<file path="src/rtl/deserializer_if.sv">
`default_nettype none
//------------------------------------------------------------------------------
// deserializer_if : serial-in / parallel-out bundle for the link deserializer
// Revision 1.0
//------------------------------------------------------------------------------
interface deserializer_if #(
  parameter int DATA_W = 16,
  parameter int MOD_W  = $clog2(DATA_W)
);
  logic              ser_data_i;
  logic              ser_data_val_i;
  logic [DATA_W-1:0] deser_data_o;
  logic [MOD_W-1:0]  deser_data_mod_o;
  logic              deser_data_val_o;
  logic              busy_o;

  // master feeds the serial line and observes the rebuilt word
  modport master (
    output ser_data_i, ser_data_val_i,
    input  deser_data_o, deser_data_mod_o, deser_data_val_o, busy_o
  );

  modport slave (
    input  ser_data_i, ser_data_val_i,
    output deser_data_o, deser_data_mod_o, deser_data_val_o, busy_o
  );
endinterface
`default_nettype wire

</file>
<file path="src/rtl/deserializer.sv">
`default_nettype none
//------------------------------------------------------------------------------
// deserializer : MSB-first serial stream to left-aligned word plus (bits-1) length
// Revision 1.0
//------------------------------------------------------------------------------
module deserializer #(
  parameter int DATA_W = 16,
  parameter int MOD_W  = $clog2(DATA_W)
) (
  input  logic           clk_i,
  input  logic           srst_i,
  deserializer_if.slave  bus
);

  localparam int              CNT_W = MOD_W + 1;
  localparam logic [CNT_W-1:0] FULL = CNT_W'(DATA_W);
  localparam logic [CNT_W-1:0] TOP  = CNT_W'(DATA_W - 1);

  typedef enum logic [0:0] {
    IDLE  = 1'b0,
    SHIFT = 1'b1
  } state_t;

  state_t              state, state_nxt;
  logic [DATA_W-1:0]   shreg, shreg_nxt;
  logic [CNT_W-1:0]    count, count_nxt;
  logic [CNT_W-1:0]    count_inc, count_m1, pos;
  logic [DATA_W-1:0]   with_bit;
  logic [DATA_W-1:0]   data_q, data_nxt;
  logic [MOD_W-1:0]    mod_q, mod_nxt;
  logic                val_q, val_nxt;
  logic                busy_q, busy_nxt;

  always_ff @(posedge clk_i) begin
    if (srst_i) begin
      state  <= IDLE;
      shreg  <= '0;
      count  <= '0;
      data_q <= '0;
      mod_q  <= '0;
      val_q  <= 1'b0;
      busy_q <= 1'b0;
    end else begin
      state  <= state_nxt;
      shreg  <= shreg_nxt;
      count  <= count_nxt;
      data_q <= data_nxt;
      mod_q  <= mod_nxt;
      val_q  <= val_nxt;
      busy_q <= busy_nxt;
    end
  end

  always_comb begin
    state_nxt = state;
    shreg_nxt = shreg;
    count_nxt = count;
    data_nxt  = data_q;
    mod_nxt   = mod_q;
    val_nxt   = 1'b0;

    count_inc = count + CNT_W'(1);
    count_m1  = count - CNT_W'(1);
    pos       = TOP - count;
    with_bit  = shreg;
    with_bit[pos[MOD_W-1:0]] = bus.ser_data_i;

    // shreg is cleared at every frame end, so a new frame never inherits old LSBs
    if (bus.ser_data_val_i) begin
      if (count_inc == FULL) begin
        data_nxt  = with_bit;
        mod_nxt   = MOD_W'(DATA_W - 1);
        val_nxt   = 1'b1;
        shreg_nxt = '0;
        count_nxt = '0;
        state_nxt = IDLE;
      end else begin
        shreg_nxt = with_bit;
        count_nxt = count_inc;
        state_nxt = SHIFT;
      end
    end else if (state == SHIFT) begin
      data_nxt  = shreg;
      mod_nxt   = count_m1[MOD_W-1:0];
      val_nxt   = 1'b1;
      shreg_nxt = '0;
      count_nxt = '0;
      state_nxt = IDLE;
    end

    busy_nxt = (count_nxt != '0);
  end

  assign bus.deser_data_o     = data_q;
  assign bus.deser_data_mod_o = mod_q;
  assign bus.deser_data_val_o = val_q;
  assign bus.busy_o           = busy_q;

endmodule
`default_nettype wire

</file>
<file path="src/flat_wrapper.sv">
// flat-port wrapper written by rule: the top's interface ports become plain ports
module deserializer_flat 
#(
  parameter int DATA_W = 16,
  parameter int MOD_W  = $clog2(DATA_W)
)
  (clk_i, srst_i, bus_ser_data_i, bus_ser_data_val_i, bus_deser_data_o, bus_deser_data_mod_o, bus_deser_data_val_o, bus_busy_o);
  deserializer_if #(.DATA_W(DATA_W), .MOD_W(MOD_W)) bus_i ();
  input  logic clk_i;
  input  logic srst_i;
  input wire logic [$bits(bus_i.ser_data_i)-1:0] bus_ser_data_i;
  input wire logic [$bits(bus_i.ser_data_val_i)-1:0] bus_ser_data_val_i;
  output wire logic [$bits(bus_i.deser_data_o)-1:0] bus_deser_data_o;
  output wire logic [$bits(bus_i.deser_data_mod_o)-1:0] bus_deser_data_mod_o;
  output wire logic [$bits(bus_i.deser_data_val_o)-1:0] bus_deser_data_val_o;
  output wire logic [$bits(bus_i.busy_o)-1:0] bus_busy_o;
  assign bus_i.ser_data_i = bus_ser_data_i;
  assign bus_i.ser_data_val_i = bus_ser_data_val_i;
  assign bus_deser_data_o = bus_i.deser_data_o;
  assign bus_deser_data_mod_o = bus_i.deser_data_mod_o;
  assign bus_deser_data_val_o = bus_i.deser_data_val_o;
  assign bus_busy_o = bus_i.busy_o;
  deserializer #(.DATA_W(DATA_W), .MOD_W(MOD_W)) u_core (.clk_i(clk_i), .srst_i(srst_i), .bus(bus_i));
endmodule
</file>
<file path="config.mk">
export PLATFORM = sky130hd
export DESIGN_NAME = deserializer_flat
export DESIGN_NICKNAME = d
export VERILOG_FILES = /design/src/rtl/deserializer_if.sv /design/src/rtl/deserializer.sv /design/src/flat_wrapper.sv
export SDC_FILE = /design/constraint.sdc
export NUM_CORES = 1
export LEC_CHECK = 0
export ABC_AREA = 1
export BUFFER_PORTS_ARGS = -buffer_cell sky130_fd_sc_hd__buf_2
export CAP_MARGIN = 20
export CORE_ASPECT_RATIO = 0.5
export CORE_MARGIN = 5
export CORE_UTILIZATION = 53
export CTS_CLUSTER_DIAMETER = 150
export CTS_CLUSTER_SIZE = 8
export DETAILED_ROUTE_END_ITERATION = 7
export HOLD_SLACK_MARGIN = 0.12
export PLACE_DENSITY = 0.73
export SYNTH_ARGS = -nofsm -noshare
export SYNTH_HDL_FRONTEND = slang
export SYNTH_SLANG_ARGS = --single-unit
</file>
<file path="constraint.sdc">
create_clock -name clk_i -period 2.15 [get_ports clk_i]
set_input_delay 0.3225 -clock clk_i [delete_from_list [all_inputs] [get_ports clk_i]]
set_output_delay 0.3225 -clock clk_i [all_outputs]
set_load 0.05 [all_outputs]
</file>
* After elaboration in Yosys (flattened, before gate mapping) *
Cells that the tools add are included.

cells by class
  equality and inequality tests = 2
  add/sub/neg operators = 3
  reduce and logical (&&, ||, !) cells = 5
  $lt $le $gt $ge = 2
  multiplexer cells = 19
  bitwise logic cells = 1

operator list
  kind                                                                          count
  16-bit 2-to-1 mux                                                             6
  16-bit bitwise mux                                                            1
  5-bit 2-to-1 mux                                                              3
  4-bit 2-to-1 mux                                                              3
  5-bit by 1-bit adder with 5-bit output, second input constant                 1
  5-bit equality test, second input constant                                    1
  4-bit by 5-bit less-than comparator with 1-bit output, second input constant  1
  1-bit 2-to-1 mux                                                              5
  5-bit nonzero test                                                            1
  1-bit demux with 4-bit select                                                 1
  4-bit by 1-bit >= comparator with 1-bit output, second input constant         1
  4-bit by 1-bit subtractor with 4-bit output, second input constant            1
  4-bit subtractor, first input constant                                        1
  2-bit by 1-bit inequality test with 1-bit output, second input constant       1
  2-bit AND reduction                                                           1
  2-bit nonzero test                                                            1
  2-bit OR reduction                                                            1
  1-bit logical AND                                                             1
  1-bit NOT                                                                     1

storage, ports and cells
  bits in registers = 44
  input port bits = 4
  output and inout bits = 22
  word-level logic and storage cells = 39

* Longest topological paths before layout *
  depth in word-level cells = 8
  depth in mapped cells = 12
  depth with buffers taken out = 12

* Least setup slack after synthesis *
No wires, ideal clock.

  path kind = reg-to-reg
  start point = register u_core.count[0]
  end point = register u_core.data_q[10], in the netlist u_core.bus.deser_data_o[10]
  period minus slack after synthesis = 1.622 ns
  path buffers = 2
  cell stages (with the launch flop) = 11
  required time = 2.035 ns
  slack = 0.528 ns
  arrival = 1.507 ns
  cell sequence = dfxtp_1 -> ha_1 -> buf_4 -> nand4_1 -> nand2_2 -> nand3_4 -> nand2_4 -> buf_8 -> nand3_2 -> nand2_1 -> nor2_2

on the way
  cells in the longest elaborated chain, start to end = 8

RTL lines
  what                                                                                                                                                  line                source
  start: declaration                                                                                                                                    deserializer.sv:26  logic [CNT_W-1:0] count, count_nxt;
  start signal: assignment                                                                                                                              deserializer.sv:46  count <= count_nxt;
  4-bit subtractor                                                                                                                                      deserializer.sv:64  pos = TOP - count;
  4-bit by 5-bit less-than comparator with 1-bit output (implied by the code) / 4-bit by 1-bit >= comparator with 1-bit output (equally long branches)  deserializer.sv:66  with_bit[pos[MOD_W-1:0]] = bus.ser_data_i;
  1-bit logical AND (implied by the code)                                                                                                               deserializer.sv:66
  1-bit 2-to-1 mux (implied by the code)                                                                                                                deserializer.sv:66
  1-bit demux with 4-bit select                                                                                                                         --
  16-bit bitwise mux                                                                                                                                    deserializer.sv:66
  16-bit 2-to-1 mux                                                                                                                                     deserializer.sv:70  if (count_inc == FULL) begin
  16-bit 2-to-1 mux                                                                                                                                     deserializer.sv:69  if (bus.ser_data_val_i) begin
  end signal: assignment                                                                                                                                deserializer.sv:47  data_q <= data_nxt;
  end: declaration                                                                                                                                      deserializer.sv:29  logic [DATA_W-1:0] data_q, data_nxt;

Several ways; a longest one is shown, not always the timed one. The select of a mux whose other input is x is not followed.
A chain may end at the register's enable or synchronous reset.

* Final worst setup path *
  start point = register u_core.count[0]
  end point = register u_core.mod_q[2], in the netlist u_core.bus.deser_data_mod_o[2]

on the way
  cells in the longest elaborated chain, start to end = 4

RTL lines
  what                                                        line                source
  5-bit by 1-bit adder with 5-bit output                      deserializer.sv:62  count_inc = count + CNT_W'(1);
  5-bit equality test                                         deserializer.sv:70
  2-bit by 1-bit inequality test with 1-bit output (no line)  --
  2-bit AND reduction (no line)                               --
  end signal: assignment                                      deserializer.sv:48  mod_q <= mod_nxt;
  end: declaration                                            deserializer.sv:30  logic [MOD_W-1:0] mod_q, mod_nxt;

Several ways; a longest one is shown, not always the timed one. The select of a mux whose other input is x is not followed.

==> impl_metrics.env <==
export IMPL_synth_warning_count=0
export IMPL_maxCapViolCount=0
export IMPL_crit_type="reg2reg"
export IMPL_hold_class="reg2reg"
export IMPL_p_leak_nw=1.31
export IMPL_vias_per_cell=5.08
export IMPL_rows=17
export IMPL_ir_drop_mv=0.352
export IMPL_hold_start="u_core.shreg[0]$_SDFFE_PP0P_"
export IMPL_fin_util_pct=62.2
export IMPL_dr_pass1_iters=5
export IMPL_grt_start_max_net_pins=49
export IMPL_hpwl_um=3990
export IMPL_yosysMostFrequentCell="nand2_1"
export IMPL_die_h_um=59.3
export IMPL_tightest_slew_ns=0.715
export IMPL_rsz0062_at_grt="false"
export IMPL_ant_nets=0
export IMPL_port_buffers=25
export IMPL_final_nets=419
export IMPL_hold_buffers=0
export IMPL_synth_common_cells="nand2_1, nor2_1, inv_1"
export IMPL_tns_ns=0
export IMPL_finalHoldViolations=0
export IMPL_cts_max_level=2
export IMPL_cp_data_arrival_time_ns=2.10
export IMPL_clock_sinks=44
export IMPL_path_clk_slew_ns=0.08
export IMPL_synth_cell_types=26
export IMPL_stdcell_area_um2=2830
export IMPL_drv_slew=0
export IMPL_wl_per_cell_um=11.9
export IMPL_synth_enable_flop_cells=0
export IMPL_syn_area_per_cell_um2=6.56
export IMPL_placed_area_um2=2730
export IMPL_area_growth_pct=9.96
export IMPL_final_setup_viol_count=0
export IMPL_ys_seq_area_share_pct=34.2
export IMPL_grt_usage_pct=19.3
export IMPL_endpoint_kind="flip-flop"
export IMPL_yosysTopAreaCell="dfxtp_1"
export IMPL_clockRootBuffer="clkbuf_8"
export IMPL_fin_crit_ns=1.85
export IMPL_core_um2=4550
export IMPL_relSlewSlack_pct=52.3
export IMPL_synthDominantCellAreaShare_pct=34.2
export IMPL_status="finished, final reports clean"
export IMPL_numCtsBuffers=5
export IMPL_initial_core_util_pct=56.6
export IMPL_crit_required_ns=2.40
export IMPL_ioPinCount=26
export IMPL_netlist_area_um2=2580
export IMPL_cp_max_fo=18
export IMPL_gp_congestion=0.836
export IMPL_timing_fmax_ghz=0.540
export IMPL_busiest_layer="met2"
export IMPL_antenna_found_initial=0
export IMPL_die_w_um=109
export IMPL_drc_errors=0
export IMPL_cts_resized=0
export IMPL_worstSetupStartpoint="u_core.count[0]$_SDFF_PP0_"
export IMPL_synth_seq_cells=44
export IMPL_syn_nets=402
export IMPL_overflow=0
export IMPL_finalNonFillerCells=477
export IMPL_num_vias=2425
export IMPL_p_per_area_nw_per_um2=656
export IMPL_period_share_pct=86.1
export IMPL_die_area_um2=6440
export IMPL_cts_tree="built"
export IMPL_reg2reg_from="u_core.count[0]$_SDFF_PP0_"
export IMPL_use_met3_pct=5.33
export IMPL_skew_ns=0.00639
export IMPL_num_antenna_cells=0
export IMPL_start_kind="flip-flop"
export IMPL_postRouteWirelength_um=5700
export IMPL_met2_usage_pct=30.2
export IMPL_dp_cells=469
export IMPL_drive_above_1_share_pct=17.5
export IMPL_worstSkewPairLatency_ns=0.30
export IMPL_async_reset_ff_share_pct=0
export IMPL_grt_pass1_wl_um=9780
export IMPL_drt_iter0_drc=122
export IMPL_grt_pass1_vias=2108
export IMPL_postCtsSetupBuffers=0
export IMPL_cts_buffer_depth=2
export IMPL_synthFlopType="dfxtp_1"
export IMPL_fillers=440
export IMPL_synthTopCellsByArea="dfxtp_1, nand2_1, nor2_1, nand3_1, inv_1"
export IMPL_met1_usage_pct=26.9
export IMPL_synthCells=393
[worst max-delay path, cell delays in order (launching register included)]
cell	delay, ns
dfxtp_1	0.45
ha_1	0.30
inv_1	0.07
nand2_1	0.06
nand2_1	0.10
nor2_4	0.14
nand3_4	0.10
nand2_4	0.22
nand2_1	0.17
nand2_1	0.09
nand2_1	0.05
inv_1	0.04
[cell usage in the layout (no fill, tap or decap), types with 5 or more instances in the layout]
master    Yosys  layout
a21oi_1      29      29
buf_2         9      25
buf_4         6       9
clkbuf_8      0       5
dfxtp_1      44      44
ha_1          5       5
inv_1        45      45
nand2_1      97      97
nand3_1      37      37
nand3_2      11      11
nand4_1      20      20
nor2_1       54      54
nor2_2        8       8
[metal layers]
metal / vias up / routed length, µm
li1: 1275 / -
met5: - / 0
met1: 1067 / 2790
met4: 0 / 42
met2: 76 / 2330
met3: 7 / 532
[worst paths after layout]
| path | end | slack, ns | depth (start not counted) |
|---|---|---|---|
| min | u_core.shreg[0]$_SDFFE_PP0P_ | 0.48 | 2 |
| max | u_core.bus.deser_data_mod_o[2]$_SDFFE_PP0P_ | 0.30 | 11 |
| max reg2reg | u_core.bus.deser_data_mod_o[2]$_SDFFE_PP0P_ | 0.30 | 11 |
| min reg2reg | u_core.shreg[0]$_SDFFE_PP0P_ | 0.48 | 2 |
[final cells by class]
cell class	count	area, µm²	area share, %
Clock buffer	6	72.6	2.56
Clock inverter	2	35.0	1.24
Inverter	48	183	6.45
Multi-Input combinational cell	276	1370	48.2
Sequential cell	44	881	31.1
Tap cell	66	82.6	2.92
Timing Repair Buffer	35	213	7.51
[registers in the layout, summed over array words and instances (netlist names)]
signal                       count
u_core.bus.deser_data_o         16
u_core.shreg                    16
u_core.bus.deser_data_val_o      1
u_core.state                     1
u_core.count                     5
u_core.bus.busy_o                1
u_core.bus.deser_data_mod_o      4
[power breakdown]
part	total [mW]	switching (mW)	internal [mW]
clock	0.625	0.280	0.345
sequential	0.873	0.0214	0.852
combinational	0.359	0.267	0.0921
total	1.86	0.569	1.29
[cells by family (layout without fill, tap and decap cells)]
| group | Yosys count | count (layout) | share of synthesized area [%] |
|---|---|---|---|
| fa+ha+maj | 5 | 5 | 2.43 |
| buf+inv | 73 | 91 | 12.8 |
| compound gates | 35 | 35 | 7.04 |
| simple gates | 235 | 235 | 43.2 |
| xor+xnor | 1 | 1 | 0.340 |
| flops | 44 | 44 | 34.2 |
[per-stage QoR]
| stage | power [mW] | worst slack, ns | hold WS (ns) |
|---|---|---|---|
| 4_1_cts | 1.88 | 0.293 | 0.476 |
| 5_1_grt | 1.97 | 0.0920 | 0.493 |
| 3_5_place_dp | 1.25 | 0.318 | 0.471 |
| 6_report | 1.86 | 0.298 | 0.481 |
| 3_3_place_gp | 1.24 | 0.427 | 0.463 |
| 2_1_floorplan | 1.17 | 0.528 | 0.392 |
No activity file was read; power rests on OpenSTA's default activity.
